## config.mk

```make
export PLATFORM = sky130hd
export DESIGN_NAME = if_stage
export DESIGN_NICKNAME = d
export VERILOG_FILES = /design/src/rtl/if_stage_pkg.sv /design/src/rtl/if_stage.sv
export SDC_FILE = /design/constraint.sdc
export NUM_CORES = 1
export LEC_CHECK = 0
export ABC_AREA = 1
export ABC_CLOCK_PERIOD_IN_PS = 2100
export CORE_UTILIZATION = 25
export DETAILED_ROUTE_END_ITERATION = 7
export HOLD_SLACK_MARGIN = 0.06
export PLACE_DENSITY_LB_ADDON = 0.08
export REMOVE_ABC_BUFFERS = 1
export SLEW_MARGIN = 20
export SYNTH_ARGS = -nofsm -noshare
export SYNTH_HDL_FRONTEND = slang
export SYNTH_SLANG_ARGS = --single-unit
```

## constraint.sdc

```tcl
create_clock -name clk -period 2.1 [get_ports clk]
set_input_delay 0.42 -clock clk [delete_from_list [all_inputs] [get_ports clk]]
set_output_delay 0.42 -clock clk [all_outputs]
set_load 0.005 [all_outputs]
```

## src/rtl/if_stage_pkg.sv

```systemverilog
// Shared definitions for the instruction-fetch stage: FSM encoding and fetch constants.
package if_stage_pkg;

  typedef enum logic [1:0] {
    IF_IDLE,
    IF_REQ,
    IF_HOLD,
    IF_DROP
  } if_state_e;

  localparam logic [31:0] IF_NOP_INST = 32'h0000_0013;
  localparam logic [31:0] IF_PC_INC   = 32'd4;

  function automatic logic [31:0] align_pc(input logic [31:0] a);
    return {a[31:2], 2'b00};
  endfunction

endpackage

```

## src/rtl/if_stage.sv

```systemverilog
// Instruction fetch: owns the PC, issues one outstanding imem request at a time,
// and feeds the IF/ID register with a one-entry skid for stalls and redirect handling.
module if_stage
  import if_stage_pkg::*;
#(
  parameter logic [31:0] RESET_PC = 32'h0000_0000,
  parameter logic [31:0] NOP_INST = IF_NOP_INST
) (
  input  logic        clk,
  input  logic        rst,
  input  logic        stall,
  input  logic        br_taken,
  input  logic [31:0] br_target,
  output logic        imem_req,
  output logic [31:0] imem_addr,
  input  logic        imem_ack,
  input  logic [31:0] imem_rdata,
  output logic [31:0] IF_ID_pc,
  output logic [31:0] IF_ID_inst,
  output logic        IF_ID_vld
);

  if_state_e   state_q, state_d;
  logic [31:0] pc_q, pc_d;
  logic [31:0] req_addr_q, req_addr_d;
  logic [31:0] buf_pc_q, buf_pc_d;
  logic [31:0] buf_inst_q, buf_inst_d;
  logic [31:0] ifid_pc_q, ifid_pc_d;
  logic [31:0] ifid_inst_q, ifid_inst_d;
  logic        ifid_vld_q, ifid_vld_d;
  logic        req_q, req_d;
  logic        wr;
  logic [31:0] tgt;

  always_comb begin
    state_d     = state_q;
    pc_d        = pc_q;
    req_addr_d  = req_addr_q;
    buf_pc_d    = buf_pc_q;
    buf_inst_d  = buf_inst_q;
    ifid_pc_d   = ifid_pc_q;
    ifid_inst_d = ifid_inst_q;
    ifid_vld_d  = ifid_vld_q;
    wr          = 1'b0;
    tgt         = align_pc(br_target);

    case (state_q)
      IF_IDLE: begin
        if (br_taken) pc_d = tgt;
        req_addr_d = br_taken ? tgt : pc_q;
        state_d    = IF_REQ;
      end
      IF_REQ: begin
        if (br_taken) begin
          pc_d = tgt;
          // an unacked request cannot be withdrawn; let it finish in DROP
          if (imem_ack) req_addr_d = tgt;
          else          state_d    = IF_DROP;
        end else if (imem_ack) begin
          pc_d = req_addr_q + IF_PC_INC;
          if (stall) begin
            buf_pc_d   = req_addr_q;
            buf_inst_d = imem_rdata;
            state_d    = IF_HOLD;
          end else begin
            ifid_pc_d   = req_addr_q;
            ifid_inst_d = imem_rdata;
            ifid_vld_d  = 1'b1;
            wr          = 1'b1;
            req_addr_d  = req_addr_q + IF_PC_INC;
          end
        end
      end
      IF_HOLD: begin
        if (br_taken) begin
          pc_d       = tgt;
          req_addr_d = tgt;
          state_d    = IF_REQ;
        end else if (!stall) begin
          ifid_pc_d   = buf_pc_q;
          ifid_inst_d = buf_inst_q;
          ifid_vld_d  = 1'b1;
          wr          = 1'b1;
          req_addr_d  = pc_q;
          state_d     = IF_REQ;
        end
      end
      IF_DROP: begin
        if (br_taken) pc_d = tgt;
        if (imem_ack) begin
          req_addr_d = br_taken ? tgt : pc_q;
          state_d    = IF_REQ;
        end
      end
      default: state_d = IF_IDLE;
    endcase

    if (br_taken) begin
      ifid_vld_d  = 1'b0;
      ifid_inst_d = NOP_INST;
      buf_pc_d    = '0;
      buf_inst_d  = NOP_INST;
    end else if (!wr && !stall) begin
      ifid_vld_d  = 1'b0;
      ifid_inst_d = NOP_INST;
    end

    req_d = (state_d == IF_REQ) || (state_d == IF_DROP);
  end

  always_ff @(posedge clk or negedge rst) begin
    if (!rst) begin
      state_q     <= IF_IDLE;
      pc_q        <= RESET_PC;
      req_addr_q  <= RESET_PC;
      buf_pc_q    <= '0;
      buf_inst_q  <= NOP_INST;
      ifid_pc_q   <= '0;
      ifid_inst_q <= NOP_INST;
      ifid_vld_q  <= 1'b0;
      req_q       <= 1'b0;
    end else begin
      state_q     <= state_d;
      pc_q        <= pc_d;
      req_addr_q  <= req_addr_d;
      buf_pc_q    <= buf_pc_d;
      buf_inst_q  <= buf_inst_d;
      ifid_pc_q   <= ifid_pc_d;
      ifid_inst_q <= ifid_inst_d;
      ifid_vld_q  <= ifid_vld_d;
      req_q       <= req_d;
    end
  end

  assign imem_req   = req_q;
  assign imem_addr  = req_addr_q;
  assign IF_ID_pc   = ifid_pc_q;
  assign IF_ID_inst = ifid_inst_q;
  assign IF_ID_vld  = ifid_vld_q;

endmodule
```

==> results <==
- The run finished with clean final reports.
- The cell family contributing the most delay on the critical path is buffers and inverters.
- The initial antenna violation count is 0.
- The number of warning messages in the yosys log is 0.
- CTS built an H-tree with a depth of 4.
- The final-layout worst hold slack is 0.4227 ns.
- The final net count is 1,447.
- The synthesized design contains 0 enable-type register cells.
- The largest net degree at the start of global routing is 53.
- In this run the power density over the cells is 1295 nW/um^2.
- Between clock sinks in the finished design, the worst skew comes to 0.01516 ns.
- The first-pass GRT wire length is 49,180 microns.
- After detailed placement, the design holds a cell count of 1,862.
- The area of the die is 38,840 sq um.
- The repair_antennas step left the layout with diodes totalling 0.
- Counting both buffers and inverters, the worst setup path holds a total of 1.
- The average size of a mapped cell is 8.132 sq um.
- For this run, the slowest stage of the critical path takes 0.63 ns.
- The via count of the first global-routing pass is 8,258.
- The critical path endpoint category is a primary output.
- The maximum clock frequency is 0.5011 GHz.
- Total power for the finished layout comes to 16.83 mW.
- Among all flip-flop cells after synthesis, the most frequent one is sky130_fd_sc_hd__dfrtp_1.
- The I/O pin count is 167.
- After synthesis, the cell types taking the most area are sky130_fd_sc_hd__dfrtp_1, sky130_fd_sc_hd__nand2_1, sky130_fd_sc_hd__o21ai_0.
- In this run the number of cells on the critical path is 1.
- The final critical path time including I/O delays and setup is 1.996 ns.
- For this design, the sink count on the clock tree is 195.
- In the post-synthesis netlist, the cell with the most instances is sky130_fd_sc_hd__nand2_1.
- The initial core utilization is 0.2532.
- The transition time at the pin with the least slew margin is 0.4536 ns.
- Measured against its own limit, the worst slew margin works out to 0.6976.
- After floorplanning, the core was sized to cover 37,580 sq um.
- Counting flops with an async set or reset pin after synthesis yields a share of 1.000.
- The period utilization is 0.9504.
- The number of buffers on the longest clock path is 2.
- Setup repair after global routing left no endpoint under its margin.
- The tree is rooted in a sky130_fd_sc_hd__clkbuf_16.
- Of all nets on the critical path, the largest fanout is 8.
- The detailed placement HPWL is 22,490 microns.
- The area share of the largest cell type after synthesis is 0.4971.
- The floorplan has 71 rows.
- The number of cells on the worst reg-to-reg path is 9.
- The CTS buffer count is 17.
- Leaving out filler cells and counting taps, the final layout contains 1,895.
- The synthesis-to-finish area growth is 36.57%.
- After global routing the overflow that remains totals 0.
- The final routed wire length divided by cell count is 16.69 microns.
- The number of inserted filler cells in the final layout is 3,990.
- The critical path goes through clkdlybuf4s50_1.
- At the later pin of the worst-skew pair, clock insertion delay measures 0.46 ns.
- For this run, the total global-route usage over all layers was measured as 0.1679.
- The number of max-slew violations in the final report is 0.
- Counting distinct cell types in the post-synthesis netlist gives 39.
- The count of nets left with antenna violations once routing finished came out at 0.
- The final routed DRC violation total is 0.
- The average vias per placed instance is 4.441.
- TritonCTS built the clock tree.
- Setup violations remaining at the end of the flow were counted as 0.
- In the final layout, the share of cells above drive strength 1 is 0.1221.
- The fraction of the core area covered by cells at the end of the flow is 0.3458.
- The commonest cells after synthesis are sky130_fd_sc_hd__nand2_1, sky130_fd_sc_hd__dfrtp_1, sky130_fd_sc_hd__nor2_1.
- The die is 197.1 microns tall.
- On the critical path, the stage with the largest delay is an instance of sky130_fd_sc_hd__clkdlybuf4s50_1.
- Summed over all layers, the routed wires come to 31,640 microns.
- The worst hold-check path type is in -> async.
- The weighted congestion at the end of routability-driven global placement is 0.7857.
- Summing every instance area after synthesis gives 9514 sq um.
- sky130_fd_sc_hd__dfrtp_1 takes more of the synthesized area than any other cell.
- Across the VDD grid, the largest voltage drop is 0.6597 mV.
- The worst setup path is launched from a flip-flop.
- In this run, the number of DRC markers left after iteration 0 of detailed routing was 445.
- The first TritonRoute pass finished after 5 iterations.
- The tool flagged a number of max-cap violations equal to 0.
- The total vias in the final route is 8,415.
- The die is 197.1 microns wide.
- The share of the Yosys chip area taken by registers is 0.5137.
- The kind of critical path is reg -> out.
- The data required time at the worst endpoint is 1.68 ns.
- The port buffer count is 164.
- For this design the static power due to leakage is 5.819 nW.
- The cell count after synthesis came out at 1,170.
- Data arrives at the worst endpoint at 1.58 ns.
- The synthesized design contains 195 register bits.
- The final count of hold timing violations is 0.
- The clock transition at the registers of the reported paths is 0.07 ns.
==> path summary, 6_finish.rpt <==
path,from,end,slack (ns)
hold / removal,rst,IF_ID_inst[26],0.42
hold reg to reg,IF_ID_inst[4],IF_ID_inst[4],0.46
setup / recovery,imem_addr[14],imem_addr[14],0.10
min in group clk,IF_ID_inst[4],IF_ID_inst[4],0.46
setup reg to reg,state_q[1],IF_ID_pc[9],0.23
max in group asynchronous,rst,IF_ID_pc[9],1.05
==> what timing repair did <==
item | 4_1_cts | 5_1_grt
hold buffers | 1 | 0
setup buffers | 0 | 0
hold endpoints to repair | 17 | 0
gates resized for setup | 0 | 4
endpoints found under the setup margin | 0 | 9
==> where the power goes <==
group          switching, mW  internal [mW]
sequential              1.08           5.08
clock                   1.58           2.20
combinational           3.51           3.37
==> kinds of logic after synthesis <==
kind of cell             Yosys count  synth area share
AO/OA/AOI/OAI                    258            0.1761
XOR/XNOR                           1         0.0009207
adder cells (fa/ha/maj)            7          0.009205
buffers and inverters            157           0.07220
flip-flops                       195            0.5137
AND/OR/NAND/NOR                  552            0.2279
==> layer usage <==
metal / global-route usage / part of all wire
met1: 0.2338 / 0.49
met3: 0.03466 / 0.046
met2: 0.2633 / 0.45
met5: 0 / 0
met4: 0.04508 / 0.012
==> through the flow <==
| stage | worst slack [ns] | instance area (sq um) | setup TNS (ns) |
|---|---|---|---|
| final | 0.1042 | 12990 | 0 |
| after global routing | 0.009480 | 12990 | 0 |
| after CTS | 0.01063 | 12990 | 0 |
| after detailed placement | -0.07025 | 12320 | -0.6423 |
| after global placement | -0.07423 | 12320 | -0.6906 |
| after floorplan | -1.348 | 9188 | -101.99 |
==> layout by cell type, fill, tap and decap left out, types with 17 or more instances in the layout <==
cell,synthesis,routed
sky130_fd_sc_hd__nand3_1,32,32
sky130_fd_sc_hd__inv_1,87,87
sky130_fd_sc_hd__nor2_1,112,112
sky130_fd_sc_hd__clkdlybuf4s50_1,0,163
sky130_fd_sc_hd__o211ai_1,36,36
sky130_fd_sc_hd__a31oi_1,61,61
sky130_fd_sc_hd__a22oi_1,25,25
sky130_fd_sc_hd__dfrtp_1,189,187
sky130_fd_sc_hd__buf_12,0,20
sky130_fd_sc_hd__nand2_1,391,391
sky130_fd_sc_hd__o21ai_0,86,86
sky130_fd_sc_hd__buf_4,6,57
sky130_fd_sc_hd__clkbuf_16,0,17
sky130_fd_sc_hd__o21ai_2,28,27
==> sequential cells by signal, summed over array words and instances, names as in the netlist <==
signal,flops
pc_q,32
IF_ID_pc,32
buf_inst_q,32
imem_addr,32
buf_pc_q,32
IF_ID_vld,1
IF_ID_inst,32
state_q,2
==> final cells by class <==
class | count | area, sq um | share of cell area
Clock buffer | 21 | 460.4 | 0.03544
Clock inverter | 11 | 197.7 | 0.01521
Inverter | 96 | 360.3 | 0.02773
Multi-Input combinational cell | 818 | 3951 | 0.3041
Sequential cell | 195 | 4890 | 0.3763
Tap cell | 511 | 639.4 | 0.04921
Timing Repair Buffer | 243 | 2495 | 0.1920
(Power assumes the default switching activity.)
